<file path="src/rtl/spi_ram_pkg.sv">
// Shared types for the SPI/host RAM arbiter: SPI command codes, FSM states and owner encoding.
package spi_ram_pkg;

   typedef enum logic [1:0] {
      CMD_WR_ADDR = 2'b00,
      CMD_WR_DATA = 2'b01,
      CMD_RD_ADDR = 2'b10,
      CMD_RD_DATA = 2'b11
   } cmd_e;

   typedef enum logic [1:0] {
      IDLE   = 2'b00,
      ACCESS = 2'b01,
      RESP   = 2'b10
   } state_e;

   typedef enum logic {
      OWN_SPI  = 1'b0,
      OWN_HOST = 1'b1
   } owner_e;

   // Commands with bit 0 set touch the RAM; the others only load an address register.
   function automatic logic is_data_cmd(input cmd_e cmd);
      return cmd[0];
   endfunction

endpackage

</file>
<file path="src/rtl/spi_ram_rr_arb.sv">
// Two-way arbiter between the SPI command stream and the host port.
// Define ARB_FIXED_PRI_EN for fixed SPI priority; otherwise ties alternate round-robin.
module spi_ram_rr_arb
   import spi_ram_pkg::*;
(
   input  logic   req_spi,
   input  logic   req_host,
   input  owner_e last_grant,
   output owner_e winner
);

`ifdef ARB_FIXED_PRI_EN
   logic unused_last_grant;
   assign unused_last_grant = last_grant;

   assign winner = (req_spi || !req_host) ? OWN_SPI : OWN_HOST;
`else
   // On a tie the side that was not served last goes next.
   always_comb begin
      winner = OWN_SPI;
      if (req_spi && req_host) begin
         winner = (last_grant == OWN_HOST) ? OWN_SPI : OWN_HOST;
      end else if (req_host) begin
         winner = OWN_HOST;
      end
   end
`endif

endmodule

</file>
<file path="src/rtl/spi_ram_arbiter.sv">
// Shares one single-port RAM between SPI command frames and a host req/gnt port.
// Arbitration policy is selected by ARB_FIXED_PRI_EN (see spi_ram_rr_arb).
module spi_ram_arbiter
   import spi_ram_pkg::*;
#(
   parameter int ADDR_SIZE = 8,
   parameter int DATA_W    = 8,
   parameter int MEM_DEPTH = 256
) (
   input  logic                 clk,
   input  logic                 rst_n,
   input  logic [9:0]           rx_data,
   input  logic                 rx_valid,
   output logic [7:0]           tx_data,
   output logic                 tx_valid,
   input  logic                 host_req,
   input  logic                 host_we,
   input  logic [ADDR_SIZE-1:0] host_addr,
   input  logic [DATA_W-1:0]    host_wdata,
   output logic                 host_gnt,
   output logic                 host_rvalid,
   output logic [DATA_W-1:0]    host_rdata,
   output logic                 ram_en,
   output logic                 ram_we,
   output logic [ADDR_SIZE-1:0] ram_addr,
   output logic [DATA_W-1:0]    ram_wdata,
   input  logic [DATA_W-1:0]    ram_rdata,
   output logic                 spi_ovf
);

   logic [31:0] unused_depth;
   assign unused_depth = 32'(MEM_DEPTH);

   state_e                state_q;
   owner_e                owner_q;
   owner_e                last_grant_q;
   owner_e                winner;
   logic [ADDR_SIZE-1:0]  wr_addr_q;
   logic [ADDR_SIZE-1:0]  rd_addr_q;
   logic                  spi_pend_q;
   logic                  spi_op_wr_q;
   logic [DATA_W-1:0]     spi_data_q;
   logic [7:0]            tx_data_q;
   logic                  tx_valid_q;
   logic                  host_gnt_q;
   logic                  host_rvalid_q;
   logic [DATA_W-1:0]     host_rdata_q;
   logic                  ram_en_q;
   logic                  ram_we_q;
   logic [ADDR_SIZE-1:0]  ram_addr_q;
   logic [DATA_W-1:0]     ram_wdata_q;
   logic                  spi_ovf_q;
   cmd_e                  cmd;

   assign cmd = cmd_e'(rx_data[9:8]);

   spi_ram_rr_arb u_arb (
      .req_spi    (spi_pend_q),
      .req_host   (host_req),
      .last_grant (last_grant_q),
      .winner     (winner)
   );

   always_ff @(posedge clk or negedge rst_n) begin
      if (!rst_n) begin
         state_q       <= IDLE;
         owner_q       <= OWN_SPI;
         last_grant_q  <= OWN_HOST;
         wr_addr_q     <= '0;
         rd_addr_q     <= '0;
         spi_pend_q    <= 1'b0;
         spi_op_wr_q   <= 1'b0;
         spi_data_q    <= '0;
         tx_data_q     <= '0;
         tx_valid_q    <= 1'b0;
         host_gnt_q    <= 1'b0;
         host_rvalid_q <= 1'b0;
         host_rdata_q  <= '0;
         ram_en_q      <= 1'b0;
         ram_we_q      <= 1'b0;
         ram_addr_q    <= '0;
         ram_wdata_q   <= '0;
         spi_ovf_q     <= 1'b0;
      end else begin
         tx_valid_q    <= 1'b0;
         host_rvalid_q <= 1'b0;
         host_gnt_q    <= 1'b0;
         ram_en_q      <= 1'b0;
         ram_we_q      <= 1'b0;

         // A second data command while one is still pending is dropped and flagged.
         if (rx_valid) begin
            case (cmd)
               CMD_WR_ADDR: wr_addr_q <= rx_data[7:0];
               CMD_RD_ADDR: rd_addr_q <= rx_data[7:0];
               default: begin
                  if (spi_pend_q) begin
                     spi_ovf_q <= 1'b1;
                  end else if (is_data_cmd(cmd)) begin
                     spi_pend_q  <= 1'b1;
                     spi_op_wr_q <= (cmd == CMD_WR_DATA);
                     spi_data_q  <= rx_data[7:0];
                  end
               end
            endcase
         end

         case (state_q)
            IDLE: begin
               if (spi_pend_q || host_req) begin
                  owner_q  <= winner;
                  ram_en_q <= 1'b1;
                  state_q  <= ACCESS;
                  if (winner == OWN_SPI) begin
                     ram_we_q    <= spi_op_wr_q;
                     ram_addr_q  <= spi_op_wr_q ? wr_addr_q : rd_addr_q;
                     ram_wdata_q <= spi_data_q;
                  end else begin
                     ram_we_q    <= host_we;
                     ram_addr_q  <= host_addr;
                     ram_wdata_q <= host_wdata;
                     host_gnt_q  <= 1'b1;
                  end
               end
            end
            ACCESS: begin
               last_grant_q <= owner_q;
               if (owner_q == OWN_SPI) begin
                  spi_pend_q <= 1'b0;
               end
               state_q <= ram_we_q ? IDLE : RESP;
            end
            RESP: begin
               if (owner_q == OWN_SPI) begin
                  tx_data_q  <= ram_rdata;
                  tx_valid_q <= 1'b1;
               end else begin
                  host_rdata_q  <= ram_rdata;
                  host_rvalid_q <= 1'b1;
               end
               state_q <= IDLE;
            end
            default: state_q <= IDLE;
         endcase
      end
   end

   assign tx_data     = tx_data_q;
   assign tx_valid    = tx_valid_q;
   assign host_gnt    = host_gnt_q;
   assign host_rvalid = host_rvalid_q;
   assign host_rdata  = host_rdata_q;
   assign ram_en      = ram_en_q;
   assign ram_we      = ram_we_q;
   assign ram_addr    = ram_addr_q;
   assign ram_wdata   = ram_wdata_q;
   assign spi_ovf     = spi_ovf_q;

endmodule
</file>
<file path="config.mk">
export PLATFORM = sky130hd
export DESIGN_NAME = spi_ram_arbiter
export DESIGN_NICKNAME = d
export VERILOG_FILES = /design/src/rtl/spi_ram_pkg.sv /design/src/rtl/spi_ram_rr_arb.sv /design/src/rtl/spi_ram_arbiter.sv
export SDC_FILE = /design/constraint.sdc
export NUM_CORES = 1
export LEC_CHECK = 0
export CAP_MARGIN = 10
export CORE_MARGIN = 5
export CORE_UTILIZATION = 45
export CTS_BUF_LIST = sky130_fd_sc_hd__clkbuf_4 sky130_fd_sc_hd__clkbuf_8
export CTS_CLUSTER_DIAMETER = 100
export DETAILED_ROUTE_END_ITERATION = 16
export PLACE_DENSITY = 0.76
export SLEW_MARGIN = 20
export SYNTH_ARGS = -nofsm -noshare
export SYNTH_HDL_FRONTEND = slang
export SYNTH_SLANG_ARGS = --single-unit
</file>
<file path="constraint.sdc">
create_clock -name clk -period 1.92 [get_ports clk]
set_input_delay 0.192 -clock clk [delete_from_list [all_inputs] [get_ports clk]]
set_output_delay 0.192 -clock clk [all_outputs]
set_load 0.005 [all_outputs]
</file>
==> results by group <==
Final layout
  – Antenna Cells: 0
  – Seq. cell area: 0.00170 sq mm
  – Layout Nets: 332
  – Multi-input gate area: 0.00101 sq mm
  – Most common cell after layout, fill and taps aside: clkdlybuf4s50_1
  – Commonest non-fill, non-tap cells in the layout: 75 x clkdlybuf4s50_1, 67 x dfrtp_1, 41 x mux2_2
  – Layout cells sized above 1: 23.5%
  – Filler cell count in the final layout: 477
  – Area Overhead vs Synth: 38.1%

Timing
  – Tmin final: 1430 ps
  – Worst setup margin: a little under 500 ps
  – Rel. slew slack: 60.8%
  – Hold Vio Cnt, Final: 0
  – Final setup violation count: 0
  – Least-Margin Pin Slew: 588 ps
  – Final-report max-slew violation count: 0
  – Max Freq: about 700 MHz
  – Fin crit share: between 70 and 80%
  – RSZ-0062 raised after global routing: false
  – Worst Skew: 6.16 ps
  – Setup TNS Final: 0 ps

Synthesis
  – Seq/Total Area, Yosys: 61.4%
  – Post-synthesis mux area share: 16.6%
  – Post-synth top area share: about three fifths
  – Leading area contributor after synthesis: dfrtp_1
  – Post-Syn Area: 0.00278 sq mm
  – Synth Instances: between 200 and 250
  – Yosys reg bits: 68
  – Syn nets: 248
  – Post-Synth Simple-Gate Area: 7.35%
  – Post-Synth Adder-Cell Area: 0%
  – Syn_area_per_cell: 13.3 sq um
  – Ranking of synthesized cells by area: dfrtp_1 60%, mux2_2 17%, a211oi_1 4.3%, a2bb2oi_1 2.5%, o31ai_1 2.2%
  – Count of different cell masters after synthesis: 27
  – Main combinational cell family by area after synthesis: multiplexers
  – Post-Synth XOR/XNOR Area: 0%
  – Compound-Gate Fraction of Synth Area: 12.4%
  – Yosys warning total: 0

Routing
  – Wire length per cell: approximately 17 microns
  – Vias: approximately 1900
  – Final ANT Viol Nets: 0
  – # DRC: 0
  – 1st-iter DRT viols: 95
  – Avg Vias per Cell: 5.19
  – DRT Wirelength: between 6000 and 7000 microns
  – First-pass iteration count of the detailed router: 4

Power and ir drop
  – P per Cell Area: 1520 mW/mm^2
  – Leakage Power: 0.00161 uW
  – VDD IR-drop max: roughly 0.74 mV

GRT
  – Gr usage total: 16.8%
  – Largest net degree at the start of global routing: 69
  – Initial antenna violation count: 0
  – Global-route wire length before repair: 10000 microns
  – GRT overflow: 0
  – Vias in the first global route: approximately 2100

Run
  – Max-cap violations: 0

Die
  – Die area: around 0.0078 sq mm
  – Core area: 0.00596 sq mm
  – Row count: 28
  – Die width: 88.5 microns
  – Die Height: 88.5 microns
  – I/O Pins: 77
  – Initial core utilization: around 47%

Clocking
  – Num CTS Buffers: 9
  – Max clock buf depth: 2
  – Htree depth: 3
  – CTS tree: built
  – # clock sinks: 68
  – Clock-pin slew on the worst setup and hold paths: approximately 70 ps
  – Skew-Pair Late Insertion Delay: 330 ps
  – CTS root buf: clkbuf_8
  – Post-CTS sizing: 0
  – Post-CTS Setup Repair Bufs: 0

Worst hold path
  – Worst Hold Class: input port to asynchronous set/reset pin

Placement
  – Post-DP HPWL: approximately 4500 microns
  – Number of buffers inserted by port buffering: 76
  – RD Place Congestion: between 0.7 and 0.8
  – Pre-CTS setup slack: 251 ps

Setup path
  – Critical path type: flop to flop
  – Arr. time, crit path: ~1600 ps
  – Critical path endpoint category: flop
  – Crit path max fanout: 10
  – Startpoint types: flop
  – Req. time, crit path: 2130 ps

Status
  – Status: completed
## synth_stat cells
master / instances
nor3b_1: 1
buf_6: 1
or2_0: 1
mux2_2: 41
dfstp_2: 1
o21ai_0: 9
nor3b_2: 1
nand3b_1: 3
dfrtp_1: 67
a2bb2oi_1: 8
buf_4: 1
nand2b_1: 1
clkinv_1: 1
o31ai_1: 8
a31o_2: 1
nor2_1: 13
clkbuf_1: 5
a21oi_1: 2
a211oi_1: 16
a21bo_2: 1
inv_1: 2
nor2b_1: 8
a21o_1: 1
a21boi_2: 1
buf_2: 3
or2_4: 1
nand2_1: 11
## cells by family (layout without fill, tap and decap cells)
family / count (synthesis) / after routing
AND/OR/NAND/NOR: 40 / 40
AO/OA/AOI/OAI: 47 / 47
multiplexers: 41 / 41
flip-flops: 68 / 68
buffers and inverters: 13 / 102
## through the flow
step	power, uW	util (%)	instances	hold WS [ps]	instance area (sq um)
after floorplan	3530	-	209	-104	2780
after global placement	4640	60.9	356	240	3630
after detailed placement	4730	60.9	356	239	3630
after CTS	5870	64.3	373	403	3830
after global routing	6180	64.3	373	414	3830
final	5810	64.3	373	408	3830
## final cells by class
type,count,share of cell area (%)
inverter,3,0.294
multi-input combinational,128,26.3
clock inverter,5,1.37
sequential,68,44.4
timing repair buffer,83,21.5
clock buffer,11,3.63
tap,75,2.45
## routing by layer
metal	wire, microns	up-vias	GRT usage [%]	part of all wire (%)
li1	-	922	-	-
met1	2820	936	21.7	45
met2	2920	66	27.5	46
met3	452	11	3.63	7.2
met4	106	0	6.87	1.7
met5	0	-	0	0
## power breakdown
part / leakage (uW) / total, uW / switching (uW) / internal (uW)
clock network: 0.0000999 / 1120 / 503 / 622
logic: 0.000701 / 2270 / 875 / 1390
registers: 0.000809 / 2420 / 378 / 2040
## registers in the layout (all words and copies together), names as in the netlist
| name | flops |
|---|---|
| host_rdata | 8 |
| ram_addr | 8 |
| ram_wdata | 8 |
| rd_addr_q | 8 |
| spi_data_q | 8 |
| tx_data | 8 |
| wr_addr_q | 8 |
| state_q | 2 |
| host_gnt | 1 |
| host_rvalid | 1 |
| last_grant_q | 1 |
| owner_q | 1 |
| ram_en | 1 |
| ram_we | 1 |
| spi_op_wr_q | 1 |
| spi_ovf | 1 |
| spi_pend_q | 1 |
| tx_valid | 1 |
## worst max-delay path: stages (launching register included)
cell	delay [ps]
dfrtp_1	440
nand3b_1	460
mux2_2	410
## timing repair
action                                 in CTS  in global routing
hold buffers                                1                  0
setup endpoints to repair                   0                  0
endpoints found under the hold margin      67                  0
## final timing paths
path / from / end / slack (ps) / cells past startpoint
max: spi_pend_q / spi_data_q[6] / 490 / 2
min: rst_n / host_rdata[6] / 410 / 3
max reg2reg: spi_pend_q / spi_data_q[6] / 490 / 2
min reg2reg: ram_we / state_q[1] / 420 / 1
max in group asynchronous: rst_n / last_grant_q / 1200 / 3
min in group clk: host_we / ram_we / 420 / 3
Note: power is estimated with default switching activity, not from simulation.
